**src/rtl/cache_arbiter_if.sv**
```systemverilog
// Bus bundle between two requesters, the arbiter and a single-port cache.
//   slave  : arbiter side (receives requests and cache responses, drives
//            rdy, response strobes and the cache request)
//   master : environment side (requesters + cache model), opposite view
// Signals:
//   reqN_vld/rdy/wr/addr/data  request handshake for requester N (0, 1)
//   reqN_rsp_vld/rsp_data      one-cycle read response to requester N
//   cache_req_op/addr/data     registered cache command (0 INVALID, 1 READ, 2 WRITE)
//   cache_rsp_vld/rsp_data     cache read response
//   err_spurious               sticky unexpected-response flag
interface cache_arbiter_if #(
  parameter int unsigned ADDR_WIDTH = 6,
  parameter int unsigned DATA_WIDTH = 8
);
  logic                  req0_vld;
  logic                  req0_rdy;
  logic                  req0_wr;
  logic [ADDR_WIDTH-1:0] req0_addr;
  logic [DATA_WIDTH-1:0] req0_data;
  logic                  req0_rsp_vld;
  logic [DATA_WIDTH-1:0] req0_rsp_data;

  logic                  req1_vld;
  logic                  req1_rdy;
  logic                  req1_wr;
  logic [ADDR_WIDTH-1:0] req1_addr;
  logic [DATA_WIDTH-1:0] req1_data;
  logic                  req1_rsp_vld;
  logic [DATA_WIDTH-1:0] req1_rsp_data;

  logic [1:0]            cache_req_op;
  logic [ADDR_WIDTH-1:0] cache_req_addr;
  logic [DATA_WIDTH-1:0] cache_req_data;
  logic                  cache_rsp_vld;
  logic [DATA_WIDTH-1:0] cache_rsp_data;
  logic                  err_spurious;

  modport slave (
    input  req0_vld, req0_wr, req0_addr, req0_data,
    input  req1_vld, req1_wr, req1_addr, req1_data,
    input  cache_rsp_vld, cache_rsp_data,
    output req0_rdy, req0_rsp_vld, req0_rsp_data,
    output req1_rdy, req1_rsp_vld, req1_rsp_data,
    output cache_req_op, cache_req_addr, cache_req_data,
    output err_spurious
  );

  modport master (
    output req0_vld, req0_wr, req0_addr, req0_data,
    output req1_vld, req1_wr, req1_addr, req1_data,
    output cache_rsp_vld, cache_rsp_data,
    input  req0_rdy, req0_rsp_vld, req0_rsp_data,
    input  req1_rdy, req1_rsp_vld, req1_rsp_data,
    input  cache_req_op, cache_req_addr, cache_req_data,
    input  err_spurious
  );
endinterface

```
**src/rtl/cache_arbiter.sv**
```systemverilog
// Two-requester round-robin arbiter in front of a cache that accepts one
// transaction at a time.
// Ports:
//   clk    rising-edge clock
//   rst_n  asynchronous active-low reset
//   bus    cache_arbiter_if.slave: request handshakes, read responses,
//          registered cache command, cache response, err_spurious
// Parameters: ADDR_WIDTH, DATA_WIDTH, WRITE_GAP (1..15 idle cycles after a
// write issue before the next grant).
module cache_arbiter #(
  parameter int unsigned ADDR_WIDTH = 6,
  parameter int unsigned DATA_WIDTH = 8,
  parameter int unsigned WRITE_GAP  = 3
) (
  input  logic            clk,
  input  logic            rst_n,
  cache_arbiter_if.slave  bus
);

  typedef enum logic [1:0] {IDLE, ISSUE, WAIT_RD, WAIT_WR} state_e;
  typedef enum logic [1:0] {
    OP_INVALID = 2'd0,
    OP_READ    = 2'd1,
    OP_WRITE   = 2'd2
  } op_e;

  state_e     state;
  logic       last_grant;  // 1 = req1 granted last, so req0 wins a tie
  logic       cur_id;      // requester owning the outstanding transaction
  logic [3:0] gap_cnt;
  logic       run;         // low until the first clock edge after reset release
  logic       grant0;
  logic       grant1;

  // Grants are only offered once the block has seen a clock edge out of
  // reset, so rdy cannot rise in the middle of the release cycle.
  always_comb begin
    grant0 = 1'b0;
    grant1 = 1'b0;
    if (run && state == IDLE) begin
      if (bus.req0_vld && (!bus.req1_vld || last_grant))
        grant0 = 1'b1;
      else if (bus.req1_vld)
        grant1 = 1'b1;
    end
  end

  assign bus.req0_rdy = grant0;
  assign bus.req1_rdy = grant1;

  always_ff @(posedge clk or negedge rst_n) begin
    if (!rst_n) begin
      state              <= IDLE;
      last_grant         <= 1'b1;
      cur_id             <= 1'b0;
      gap_cnt            <= '0;
      run                <= 1'b0;
      bus.cache_req_op   <= OP_INVALID;
      bus.cache_req_addr <= '0;
      bus.cache_req_data <= '0;
      bus.req0_rsp_vld   <= 1'b0;
      bus.req1_rsp_vld   <= 1'b0;
      bus.req0_rsp_data  <= '0;
      bus.req1_rsp_data  <= '0;
      bus.err_spurious   <= 1'b0;
    end else begin
      run              <= 1'b1;
      bus.req0_rsp_vld <= 1'b0;
      bus.req1_rsp_vld <= 1'b0;
      bus.cache_req_op <= OP_INVALID;

      if (bus.cache_rsp_vld && state != WAIT_RD)
        bus.err_spurious <= 1'b1;

      case (state)
        IDLE: begin
          if (grant0 || grant1) begin
            state      <= ISSUE;
            cur_id     <= grant1;
            last_grant <= grant1;
            // The registered cache command doubles as the latched request.
            if (grant1) begin
              bus.cache_req_op   <= bus.req1_wr ? OP_WRITE : OP_READ;
              bus.cache_req_addr <= bus.req1_addr;
              bus.cache_req_data <= bus.req1_data;
            end else begin
              bus.cache_req_op   <= bus.req0_wr ? OP_WRITE : OP_READ;
              bus.cache_req_addr <= bus.req0_addr;
              bus.cache_req_data <= bus.req0_data;
            end
          end
        end
        ISSUE: begin
          if (bus.cache_req_op == OP_WRITE) begin
            state   <= WAIT_WR;
            gap_cnt <= 4'(WRITE_GAP);
          end else begin
            state <= WAIT_RD;
          end
        end
        WAIT_RD: begin
          if (bus.cache_rsp_vld) begin
            state <= IDLE;
            if (cur_id) begin
              bus.req1_rsp_vld  <= 1'b1;
              bus.req1_rsp_data <= bus.cache_rsp_data;
            end else begin
              bus.req0_rsp_vld  <= 1'b1;
              bus.req0_rsp_data <= bus.cache_rsp_data;
            end
          end
        end
        WAIT_WR: begin
          if (gap_cnt == 4'd1)
            state <= IDLE;
          else
            gap_cnt <= gap_cnt - 4'd1;
        end
        default: state <= IDLE;
      endcase
    end
  end

endmodule

```
**src/flat_wrapper.sv**
```systemverilog
// flat-port wrapper written by rule: the top's interface ports become plain ports
module cache_arbiter_flat 
#(
  parameter int unsigned ADDR_WIDTH = 6,
  parameter int unsigned DATA_WIDTH = 8,
  parameter int unsigned WRITE_GAP  = 3
)
  (clk, rst_n, bus_req0_vld, bus_req0_wr, bus_req0_addr, bus_req0_data, bus_req1_vld, bus_req1_wr, bus_req1_addr, bus_req1_data, bus_cache_rsp_vld, bus_cache_rsp_data, bus_req0_rdy, bus_req0_rsp_vld, bus_req0_rsp_data, bus_req1_rdy, bus_req1_rsp_vld, bus_req1_rsp_data, bus_cache_req_op, bus_cache_req_addr, bus_cache_req_data, bus_err_spurious);
  cache_arbiter_if #(.ADDR_WIDTH(ADDR_WIDTH), .DATA_WIDTH(DATA_WIDTH)) bus_i ();
  input  logic clk;
  input  logic rst_n;
  input wire logic [$bits(bus_i.req0_vld)-1:0] bus_req0_vld;
  input wire logic [$bits(bus_i.req0_wr)-1:0] bus_req0_wr;
  input wire logic [$bits(bus_i.req0_addr)-1:0] bus_req0_addr;
  input wire logic [$bits(bus_i.req0_data)-1:0] bus_req0_data;
  input wire logic [$bits(bus_i.req1_vld)-1:0] bus_req1_vld;
  input wire logic [$bits(bus_i.req1_wr)-1:0] bus_req1_wr;
  input wire logic [$bits(bus_i.req1_addr)-1:0] bus_req1_addr;
  input wire logic [$bits(bus_i.req1_data)-1:0] bus_req1_data;
  input wire logic [$bits(bus_i.cache_rsp_vld)-1:0] bus_cache_rsp_vld;
  input wire logic [$bits(bus_i.cache_rsp_data)-1:0] bus_cache_rsp_data;
  output wire logic [$bits(bus_i.req0_rdy)-1:0] bus_req0_rdy;
  output wire logic [$bits(bus_i.req0_rsp_vld)-1:0] bus_req0_rsp_vld;
  output wire logic [$bits(bus_i.req0_rsp_data)-1:0] bus_req0_rsp_data;
  output wire logic [$bits(bus_i.req1_rdy)-1:0] bus_req1_rdy;
  output wire logic [$bits(bus_i.req1_rsp_vld)-1:0] bus_req1_rsp_vld;
  output wire logic [$bits(bus_i.req1_rsp_data)-1:0] bus_req1_rsp_data;
  output wire logic [$bits(bus_i.cache_req_op)-1:0] bus_cache_req_op;
  output wire logic [$bits(bus_i.cache_req_addr)-1:0] bus_cache_req_addr;
  output wire logic [$bits(bus_i.cache_req_data)-1:0] bus_cache_req_data;
  output wire logic [$bits(bus_i.err_spurious)-1:0] bus_err_spurious;
  assign bus_i.req0_vld = bus_req0_vld;
  assign bus_i.req0_wr = bus_req0_wr;
  assign bus_i.req0_addr = bus_req0_addr;
  assign bus_i.req0_data = bus_req0_data;
  assign bus_i.req1_vld = bus_req1_vld;
  assign bus_i.req1_wr = bus_req1_wr;
  assign bus_i.req1_addr = bus_req1_addr;
  assign bus_i.req1_data = bus_req1_data;
  assign bus_i.cache_rsp_vld = bus_cache_rsp_vld;
  assign bus_i.cache_rsp_data = bus_cache_rsp_data;
  assign bus_req0_rdy = bus_i.req0_rdy;
  assign bus_req0_rsp_vld = bus_i.req0_rsp_vld;
  assign bus_req0_rsp_data = bus_i.req0_rsp_data;
  assign bus_req1_rdy = bus_i.req1_rdy;
  assign bus_req1_rsp_vld = bus_i.req1_rsp_vld;
  assign bus_req1_rsp_data = bus_i.req1_rsp_data;
  assign bus_cache_req_op = bus_i.cache_req_op;
  assign bus_cache_req_addr = bus_i.cache_req_addr;
  assign bus_cache_req_data = bus_i.cache_req_data;
  assign bus_err_spurious = bus_i.err_spurious;
  cache_arbiter #(.ADDR_WIDTH(ADDR_WIDTH), .DATA_WIDTH(DATA_WIDTH), .WRITE_GAP(WRITE_GAP)) u_core (.clk(clk), .rst_n(rst_n), .bus(bus_i));
endmodule
```
**config.mk**
```make
export PLATFORM = sky130hd
export DESIGN_NAME = cache_arbiter_flat
export DESIGN_NICKNAME = d
export VERILOG_FILES = /design/src/rtl/cache_arbiter_if.sv /design/src/rtl/cache_arbiter.sv /design/src/flat_wrapper.sv
export SDC_FILE = /design/constraint.sdc
export NUM_CORES = 1
export LEC_CHECK = 0
export ABC_AREA = 1
export CORE_ASPECT_RATIO = 1.4
export CORE_MARGIN = 3
export CORE_UTILIZATION = 41
export CTS_BUF_LIST = sky130_fd_sc_hd__clkbuf_8
export DETAILED_ROUTE_END_ITERATION = 10
export PLACE_DENSITY_LB_ADDON = 0.1
export SLEW_MARGIN = 5
export SYNTH_ARGS = -nofsm -noshare
export SYNTH_HDL_FRONTEND = slang
export SYNTH_SLANG_ARGS = --single-unit
```
**constraint.sdc**
```tcl
create_clock -name clk -period 1.23 [get_ports clk]
set_input_delay 0.123 -clock clk [delete_from_list [all_inputs] [get_ports clk]]
set_output_delay 0.123 -clock clk [all_outputs]
set_load 0.02 [all_outputs]
```
# Yosys cells after proc, flatten, opt, wreduce, memory -nomap -nowiden
# Cells that the tools add are included.
dict set report classes {
  n_mux 26
  bitwise_logic 1
  n_reduce_logical 13
  add_sub_neg 1
  eq_ne 11
}
# cell count
set op_table {}
lappend op_table {{2-to-1 mux 2 bit} 8}
lappend op_table {{2-to-1 mux 1 bit} 12}
lappend op_table {{AND reduction 3 bit} 4}
lappend op_table {{2-to-1 mux 4 bit} 2}
lappend op_table {{2-to-1 mux 8 bit} 1}
lappend op_table {{inequality test 2 bit (second input constant)} 4}
lappend op_table {{one-hot mux 2 bit (4 select lines)} 1}
lappend op_table {{one-hot mux 4 bit (2 select lines)} 1}
lappend op_table {{equality test 2 bit (second input constant)} 3}
lappend op_table {{2-to-1 mux 6 bit} 1}
lappend op_table {{equality test 4 x 1 -> 1 bit (second input constant)} 1}
lappend op_table {{inequality test 2 x 1 -> 1 bit (second input constant)} 2}
lappend op_table {{subtractor 4 x 1 -> 4 bit (second input constant)} 1}
lappend op_table {{logical AND 1 bit} 3}
lappend op_table {{equality test 2 x 1 -> 1 bit (second input constant)} 1}
lappend op_table {{logical NOT 2 bit} 1}
lappend op_table {{logical OR 1 bit} 2}
lappend op_table {{AND reduction 2 bit} 1}
lappend op_table {{nonzero test 2 bit} 1}
lappend op_table {{logical NOT 1 bit} 1}
lappend op_table {{NOT 1 bit} 1}
dict set report word_totals {
  wordCells 65
  ff_bits 44
  input_bits 43
  output_inout_bits 37
}

# Depth between registers and ports, before layout
# Gate-level depths: netlist of the first run.
dict set report logic_depth {
  ltp_word 8
  ltp_mapped 9
  depth_no_buf 8
}

# Least setup slack after synthesis of the first run
# No wires, ideal clock.
dict set report synth_path {
  kind {reg-to-reg}
  startpoint {register u_core.state[0]}
  endpoint {register u_core.bus.cache_req_op[0]}
  arrival_time_ns 1.196
  required_ns 1.114
  path_slack_ns -0.081
  path_stages_with_launch 10
  path_buffers 1
  cell_sequence {dfrtp_1 -> inv_2 -> nand2_2 -> nor2_4 -> nand2_2 -> buf_2 -> inv_1 -> nand2_1 -> nand2_1 -> nor2_1}
}
dict set report synth_between {
  elab_chain_cells 6
}
# item line
set synth_lines {}
lappend synth_lines {{start: declaration} cache_arbiter.sv:27} ;# state_e state;
lappend synth_lines {{start signal: assignment} cache_arbiter.sv:53} ;# state <= IDLE;
lappend synth_lines {{start signal: assignment} cache_arbiter.sv:78} ;# state <= ISSUE;
lappend synth_lines {{start signal: assignment} cache_arbiter.sv:95} ;# state <= WAIT_WR;
lappend synth_lines {{logical NOT 2 bit *} cache_arbiter.sv:40} ;# if (run && state == IDLE) begin
lappend synth_lines {{logical AND 1 bit *} cache_arbiter.sv:40}
lappend synth_lines {{2-to-1 mux 1 bit *} cache_arbiter.sv:40}
lappend synth_lines {{net bus_req1_rdy} flat_wrapper.sv:25} ;# output wire logic [$bits(bus_i.req1_rdy)-1:0] bus_req1_rdy;
lappend synth_lines {{2-to-1 mux 2 bit / logical OR 1 bit (equally long branches)} {cache_arbiter.sv:82, cache_arbiter.sv:77}}
lappend synth_lines {{2-to-1 mux 2 bit *} cache_arbiter.sv:77} ;# if (grant0 || grant1) begin
lappend synth_lines {{2-to-1 mux 2 bit *} cache_arbiter.sv:75} ;# case (state)
lappend synth_lines {{end signal: assignment} cache_arbiter.sv:83} ;# bus.cache_req_op <= bus.req1_wr ? OP_WRITE : OP_READ;
lappend synth_lines {{end signal: assignment} cache_arbiter.sv:87} ;# bus.cache_req_op <= bus.req0_wr ? OP_WRITE : OP_READ;
lappend synth_lines {{end: declaration} cache_arbiter_if.sv:44} ;# output cache_req_op, cache_req_addr, cache_req_data,
# The timed path passes the listed nets; every way through them passes the cells marked *.
# A chain may end at the register's enable or synchronous reset.

# Worst setup path after layout of the first run
dict set report layout_path {
  startpoint {register u_core.last_grant}
  endpoint {output port bus_req0_rdy}
}
dict set report layout_between {
  elab_chain_cells 4
}
# item line
set layout_lines {}
lappend layout_lines {{start: declaration} cache_arbiter.sv:28} ;# logic last_grant;
lappend layout_lines {{start signal: assignment} cache_arbiter.sv:80} ;# last_grant <= grant1;
lappend layout_lines {{logical OR 1 bit} cache_arbiter.sv:41} ;# if (bus.req0_vld && (!bus.req1_vld || last_grant))
lappend layout_lines {{logical AND 1 bit} cache_arbiter.sv:41}
lappend layout_lines {{2-to-1 mux 1 bit} cache_arbiter.sv:41}
lappend layout_lines {{2-to-1 mux 1 bit} cache_arbiter.sv:40}
lappend layout_lines {{end: declaration} flat_wrapper.sv:22} ;# output wire logic [$bits(bus_i.req0_rdy)-1:0] bus_req0_rdy;
# Every way passes these cells.

==> flow_metrics.env, run 1 <==
export IMPL_grt_ovfl_total=0
export IMPL_yosys_warnings=0
export IMPL_vias=1980
export IMPL_slew_violations=0
export IMPL_routedWlPerCell_microns=12.9
export IMPL_synth_seq_cells=44
export IMPL_hold_class="in -> async"
export IMPL_yosysSeqAreaShare_pct=53.2
export IMPL_clk_latency_ps=300
export IMPL_fin_area_sq_um=3440
export IMPL_grt_usage_pct=17.8
export IMPL_power_leakage_nw=1.89
export IMPL_io_pin_count=80
export IMPL_syn_num_nets=302
export IMPL_drc=0
export IMPL_fin_crit_ps=1410
export IMPL_dr_pass1_iters=4
export IMPL_coreArea_sq_um=4880
export IMPL_maxCapViolCount=0
export IMPL_final_common_cell="nand2_1"
export IMPL_layout_common_cells="68 x nand2_1, 46 x inv_1, 43 x dfrtp_1"
export IMPL_fin_nets=410
export IMPL_synth_area_sq_um=2070
export IMPL_area_delta_synth_final_pct=65.8
export IMPL_initial_utilization_pct=42.5
export IMPL_yosys_cell_types_count=23
export IMPL_fp_dieW_microns=66.1
export IMPL_gp_congestion=0.739
export IMPL_hold_violations=0
export IMPL_grt_max_degree=45
export IMPL_cts_root_buffer="clkbuf_8"
export IMPL_syn_inst=257
export IMPL_async_flop_share_pct=100
export IMPL_path_clk_slew_ps=90
export IMPL_outcome="finished, violations left"
export IMPL_viasPerCell=4.60
export IMPL_cp_start_kind="register"
export IMPL_fin_crit_sh_pct=114
export IMPL_worstSetupPathType="reg -> out"
export IMPL_port_buffers=79
export IMPL_drive_gt1_share_pct=18.6
export IMPL_ir_drop_mv=0.986
export IMPL_cpPeakStageDelay_ps=570
export IMPL_ys_flop_type="dfrtp_1"
export IMPL_grt_setup_unrepaired="yes"
export IMPL_preCtsSetupSlack_ps=-417
export IMPL_critPathBufInv=3
export IMPL_path_cells="inv_2, a21boi_1, nand2_1, inv_2, buf_6"
export IMPL_crit_top_cell="inv_2"
export IMPL_h_tree_depth=2
export IMPL_fmax_mhz=710
export IMPL_crit_fanout=2
export IMPL_finalWorstSetupSlack_ps=-178
export IMPL_ant_nets=0
export IMPL_synth_area_per_cell_sq_um=8.06
export IMPL_fp_dieH_microns=90.1
export IMPL_slowest_stage="dfstp_2"
export IMPL_powerDensity_nw_per_um2=2080
export IMPL_drt_iter0_markers=76
export IMPL_wl_mm=5.54
export IMPL_synth_edff_count=0
export IMPL_worstSetupStartpoint="u_core.last_grant"
export IMPL_dieArea_sq_um=5950
export IMPL_place_area_sq_um=3020
export IMPL_clock_path_buffers=2
export IMPL_grt_antenna_before_repair=0
export IMPL_cp_arrival_ps=1280
export IMPL_r2r_start="u_core.last_grant"
export IMPL_fin_worst_skew_ps=4.77
export IMPL_num_rows=30
export IMPL_numClockSinks=44
export IMPL_holdWs_ps=328
export IMPL_cts_tree="built"
export IMPL_grt_pass1_wl_mm=8.34
export IMPL_cts_buffers=5
export IMPL_endpoint_kind="primary output"
export IMPL_violations="setup timing"
export IMPL_antenna_cells=0
export IMPL_dp_hpwl_mm=3.50
export IMPL_finalSetupViolCount=32
export IMPL_grt_pass1_vias=1819
export IMPL_crit_family="flip-flops"
export IMPL_required_ps=1110
## worst register-to-register path: cells and delay by family, from the launching register on
kind	cells	cell delay (ps)
DFF	1	570
and+or+nand+nor	4	340
buffers and inverters	3	320
AOI/OAI and AO/OA	1	110
## state kept, by name, indices dropped and copies added, names as in the netlist
name                       flops
u_core.bus.cache_req_data      8
u_core.bus.req0_rsp_data       8
u_core.bus.req1_rsp_data       8
u_core.bus.cache_req_addr      6
u_core.gap_cnt                 4
u_core.bus.cache_req_op        2
u_core.state                   2
u_core.bus.err_spurious        1
u_core.bus.req0_rsp_vld        1
u_core.bus.req1_rsp_vld        1
u_core.cur_id                  1
u_core.last_grant              1
u_core.run                     1
## through the flow
step	TNS [ps]	std cells	total power, mW	util (%)
floorplan	-254	257	4.14	-
global placement	-7000	408	5.72	62.0
detailed placement	-7790	408	5.78	62.0
CTS	-2550	422	6.78	66.0
global route	-5820	430	7.63	70.4
finish	-3010	430	7.14	70.4
## cells by family after synthesis
logic type | after synthesis | share of synthesized area, %
AOI/OAI and AO/OA | 27 | 7.07
xor gates and xnor gates | 1 | 0.423
adders and majority gates | 2 | 1.21
buffers and inverters | 63 | 12.9
DFF | 44 | 53.2
other | 1 | 0.181
and+or+nand+nor | 119 | 25.0
## Yosys cell counts, types with 2 or more instances
library cell	n	area, sq um
nand3_2	2	20.0
nand2_1	74	278
ha_1	2	25.0
inv_2	3	11.3
inv_1	52	195
o21ai_1	2	10.0
buf_2	4	20.0
buf_6	3	33.8
nand3_1	33	165
nand2_2	3	18.8
dfrtp_1	43	1080
nor2_1	5	18.8
o21ai_0	21	105
## repair_timing
item / CTS / global route
pin swaps: 3 / 5
buffers inserted: 3 / 3
hold endpoints to repair: 43 / 0
endpoints found under the setup margin: 74 / 42
gates cloned: 2 / 5
hold buffers: 1 / 0
resized for setup: 61 / 33
## path summary, 6_finish.rpt
check / end / slack [ps] / cells past startpoint
max reg2reg: u_core.bus.cache_req_data[4] / -170 / 8
max in group asynchronous: u_core.last_grant / 630 / 3
min: u_core.bus.err_spurious / 330 / 3
min reg2reg: u_core.bus.err_spurious / 460 / 1
max: bus_req0_rdy / -180 / 5
min in group clk: u_core.bus.req0_rsp_data[6] / 390 / 3
## cell type report
type                       count  area, sq um
tap                           64         80.1
sequential                    44         1100
clock buffer                   5         68.8
inverter                      55          214
clock inverter                 3         46.3
multi-input combinational    150          785
fill                         410         1440
timing repair buffer         108         1130
timing repair inverter         1         6.26
## per-layer routing
metal  GRT usage, %  vias to the layer above  routed length, microns
met5              0                        -                       0
met4           6.27                        0                      73
met3           4.13                        6                     326
met2           30.6                       66                    2970
met1           21.3                      907                    2170
li1               -                     1001                       -
## where the power goes
part / internal (mW) / switching (mW) / total (mW)
registers: 2.07 / 0.353 / 2.42
logic: 1.59 / 1.99 / 3.58
clock network: 0.612 / 0.528 / 1.14
total: 4.27 / 2.87 / 7.14
No activity file was read; power rests on OpenSTA's default activity.
==> run 2: changes to the inputs <==
Settings changed: CORE_UTILIZATION 41 to 39, CTS_BUF_LIST sky130_fd_sc_hd__clkbuf_8 to sky130_fd_sc_hd__clkbuf_4 sky130_fd_sc_hd__clkbuf_8 sky130_fd_sc_hd__clkbuf_16.
==> flow_metrics.env, run 2 (synthesis results as in run 1) <==
export IMPL_slowest_stage="dfstp_2"
export IMPL_coreArea_sq_um=4990
export IMPL_dp_hpwl_mm=3.48
export IMPL_finalPower_mw=6.99
export IMPL_h_tree_depth=2
export IMPL_vias=1924
export IMPL_finalSetupViolCount=20
export IMPL_dr_pass1_iters=4
export IMPL_gp_congestion=0.755
export IMPL_power_internal_mw=4.22
export IMPL_path_cells="buf_6, a21oi_4, nand2_4, buf_12, nand2_8, clkbuf_16, nand3_1, nand2_1"
export IMPL_finalWorstSetupSlack_ps=-193
export IMPL_viasPerCell=4.52
export IMPL_fp_dieH_microns=92.2
export IMPL_r2r_slack_ps=-190
export IMPL_grt_pass1_vias=1848
export IMPL_wl_mm=5.09
export IMPL_hold_class="in -> async"
export IMPL_clock_path_buffers=2
export IMPL_clockPowerShare_pct=16.5
export IMPL_initial_utilization_pct=41.5
export IMPL_io_pin_count=80
export IMPL_p_sw_mw=2.77
export IMPL_cp_arrival_ps=1610
export IMPL_cp_start_kind="register"
export IMPL_powerDensity_nw_per_um2=2070
export IMPL_grt_antenna_before_repair=0
export IMPL_fmax_mhz=703
export IMPL_cts_root_buffer="clkbuf_8"
export IMPL_reg_top3="u_core.bus.cache_req_data x8, u_core.bus.req0_rsp_data x8, u_core.bus.req1_rsp_data x8"
export IMPL_final_common_cell="nand2_1"
export IMPL_num_rows=30
export IMPL_fin_crit_sh_pct=116
export IMPL_layout_common_cells="69 x nand2_1, 46 x inv_1, 43 x dfrtp_1"
export IMPL_path_clk_slew_ps=80
export IMPL_power_frac_comb_pct=49.3
export IMPL_antenna_cells=0
export IMPL_endpoint_kind="register"
export IMPL_slew_violations=0
export IMPL_port_buffers=79
export IMPL_grt_pass1_wl_mm=8.22
export IMPL_fin_worst_skew_ps=7.05
export IMPL_area_delta_synth_final_pct=62.7
export IMPL_drt_iter0_markers=119
export IMPL_worstSetupPathType="reg -> reg"
export IMPL_ir_drop_mv=1.24
export IMPL_clk_latency_ps=290
export IMPL_reg2reg_depth=8
export IMPL_seq_power_share_pct=34.2
export IMPL_routedWlPerCell_microns=12.0
export IMPL_ant_nets=0
export IMPL_violations="setup timing"
export IMPL_power_leakage_nw=1.86
export IMPL_cpPeakStageDelay_ps=560
export IMPL_hold_violations=0
export IMPL_dieArea_sq_um=6240
export IMPL_crit_fanout=6
export IMPL_fp_dieW_microns=67.6
export IMPL_switching_share_pct=39.6
export IMPL_maxCapViolCount=0
export IMPL_grt_max_degree=32
export IMPL_fin_crit_ps=1420
export IMPL_holdWs_ps=258
export IMPL_outcome="finished, violations left"
export IMPL_cts_tree="built"
export IMPL_drive_gt1_share_pct=19.3
export IMPL_grt_ovfl_total=0
export IMPL_fin_cells=426
export IMPL_drc=0
export IMPL_dp_cells=410
export IMPL_grt_usage_pct=17.2
export IMPL_fin_nets=406
export IMPL_grt_setup_unrepaired="yes"
export IMPL_cts_buffers=5
export IMPL_required_ps=1410
export IMPL_numClockSinks=44
[run 2: worst max-delay path: cells and delay by family, from the launching register on]
family	cells	cell delay [ps]
flip-flops	1	560
buffers and inverters	3	390
AND/OR/NAND/NOR	4	300
AO/OA/AOI/OAI	1	50
[run 2: path summary, 6_finish.rpt]
| check | start | to |
|---|---|---|
| worst max register to register | u_core.last_grant | u_core.bus.cache_req_data[7] |
| worst min-delay path | rst_n | u_core.bus.err_spurious |
| min in group clk | bus_cache_rsp_data[6] | u_core.bus.req0_rsp_data[6] |
| max in group asynchronous | rst_n | u_core.gap_cnt[3] |
| worst max-delay path | u_core.last_grant | u_core.bus.cache_req_data[7] |
| worst min register to register | u_core.bus.err_spurious | u_core.bus.err_spurious |
[run 2: repair_timing]
item | 4_1_cts | 5_1_grt
buffers inserted | 2 | 3
hold buffers | 1 | 0
endpoints found under the hold margin | 12 | 0
pin swaps | 3 | 13
gates resized for setup | 63 | 27
gates cloned | 3 | 1
setup endpoints to repair | 75 | 43
[run 2: routing by layer]
metal  vias up  part of all wire, %  GRT usage (%)
met2        61                   54           31.2
met4         0                  1.2           5.25
li1        997                    -              -
met1       860                   39           19.0
met5         -                    0              0
met3         6                  5.9           4.29
[run 2: cell type report]
class / count / area (sq um)
fill: 433 / 1620
sequential: 44 / 1100
timing repair buffer: 103 / 1030
multi-input combinational: 150 / 807
inverter: 55 / 214
clock buffer: 6 / 82.6
tap: 64 / 80.1
clock inverter: 2 / 38.8
timing repair inverter: 2 / 12.5
[run 2: power by group through the flow]
stage               clock [mW]  sequential, mW  combinational, mW
floorplan                    0            3.02               1.12
global placement             0            2.40               3.34
detailed placement           0            2.41               3.39
CTS                       1.17            2.38               3.31
global route              1.25            2.46               3.79
finish                    1.15            2.39               3.45
[run 2: through the flow]
stage / util [%] / setup slack [ps] / setup TNS (ps) / area (sq um)
2_1_floorplan: - / -34.5 / -254 / 2070
3_3_place_gp: 60.9 / -415 / -7250 / 3040
3_5_place_dp: 60.9 / -432 / -8330 / 3040
4_1_cts: 65.5 / -179 / -3040 / 3270
5_1_grt: 67.5 / -275 / -4960 / 3370
6_report: 67.5 / -193 / -2940 / 3370
==> run 3: changes to the inputs <==
Settings changed: CTS_CLUSTER_DIAMETER set to 50.
==> results of run 3 <==
Same layout as run 2: the final DEF is identical, and so are final timing and power.
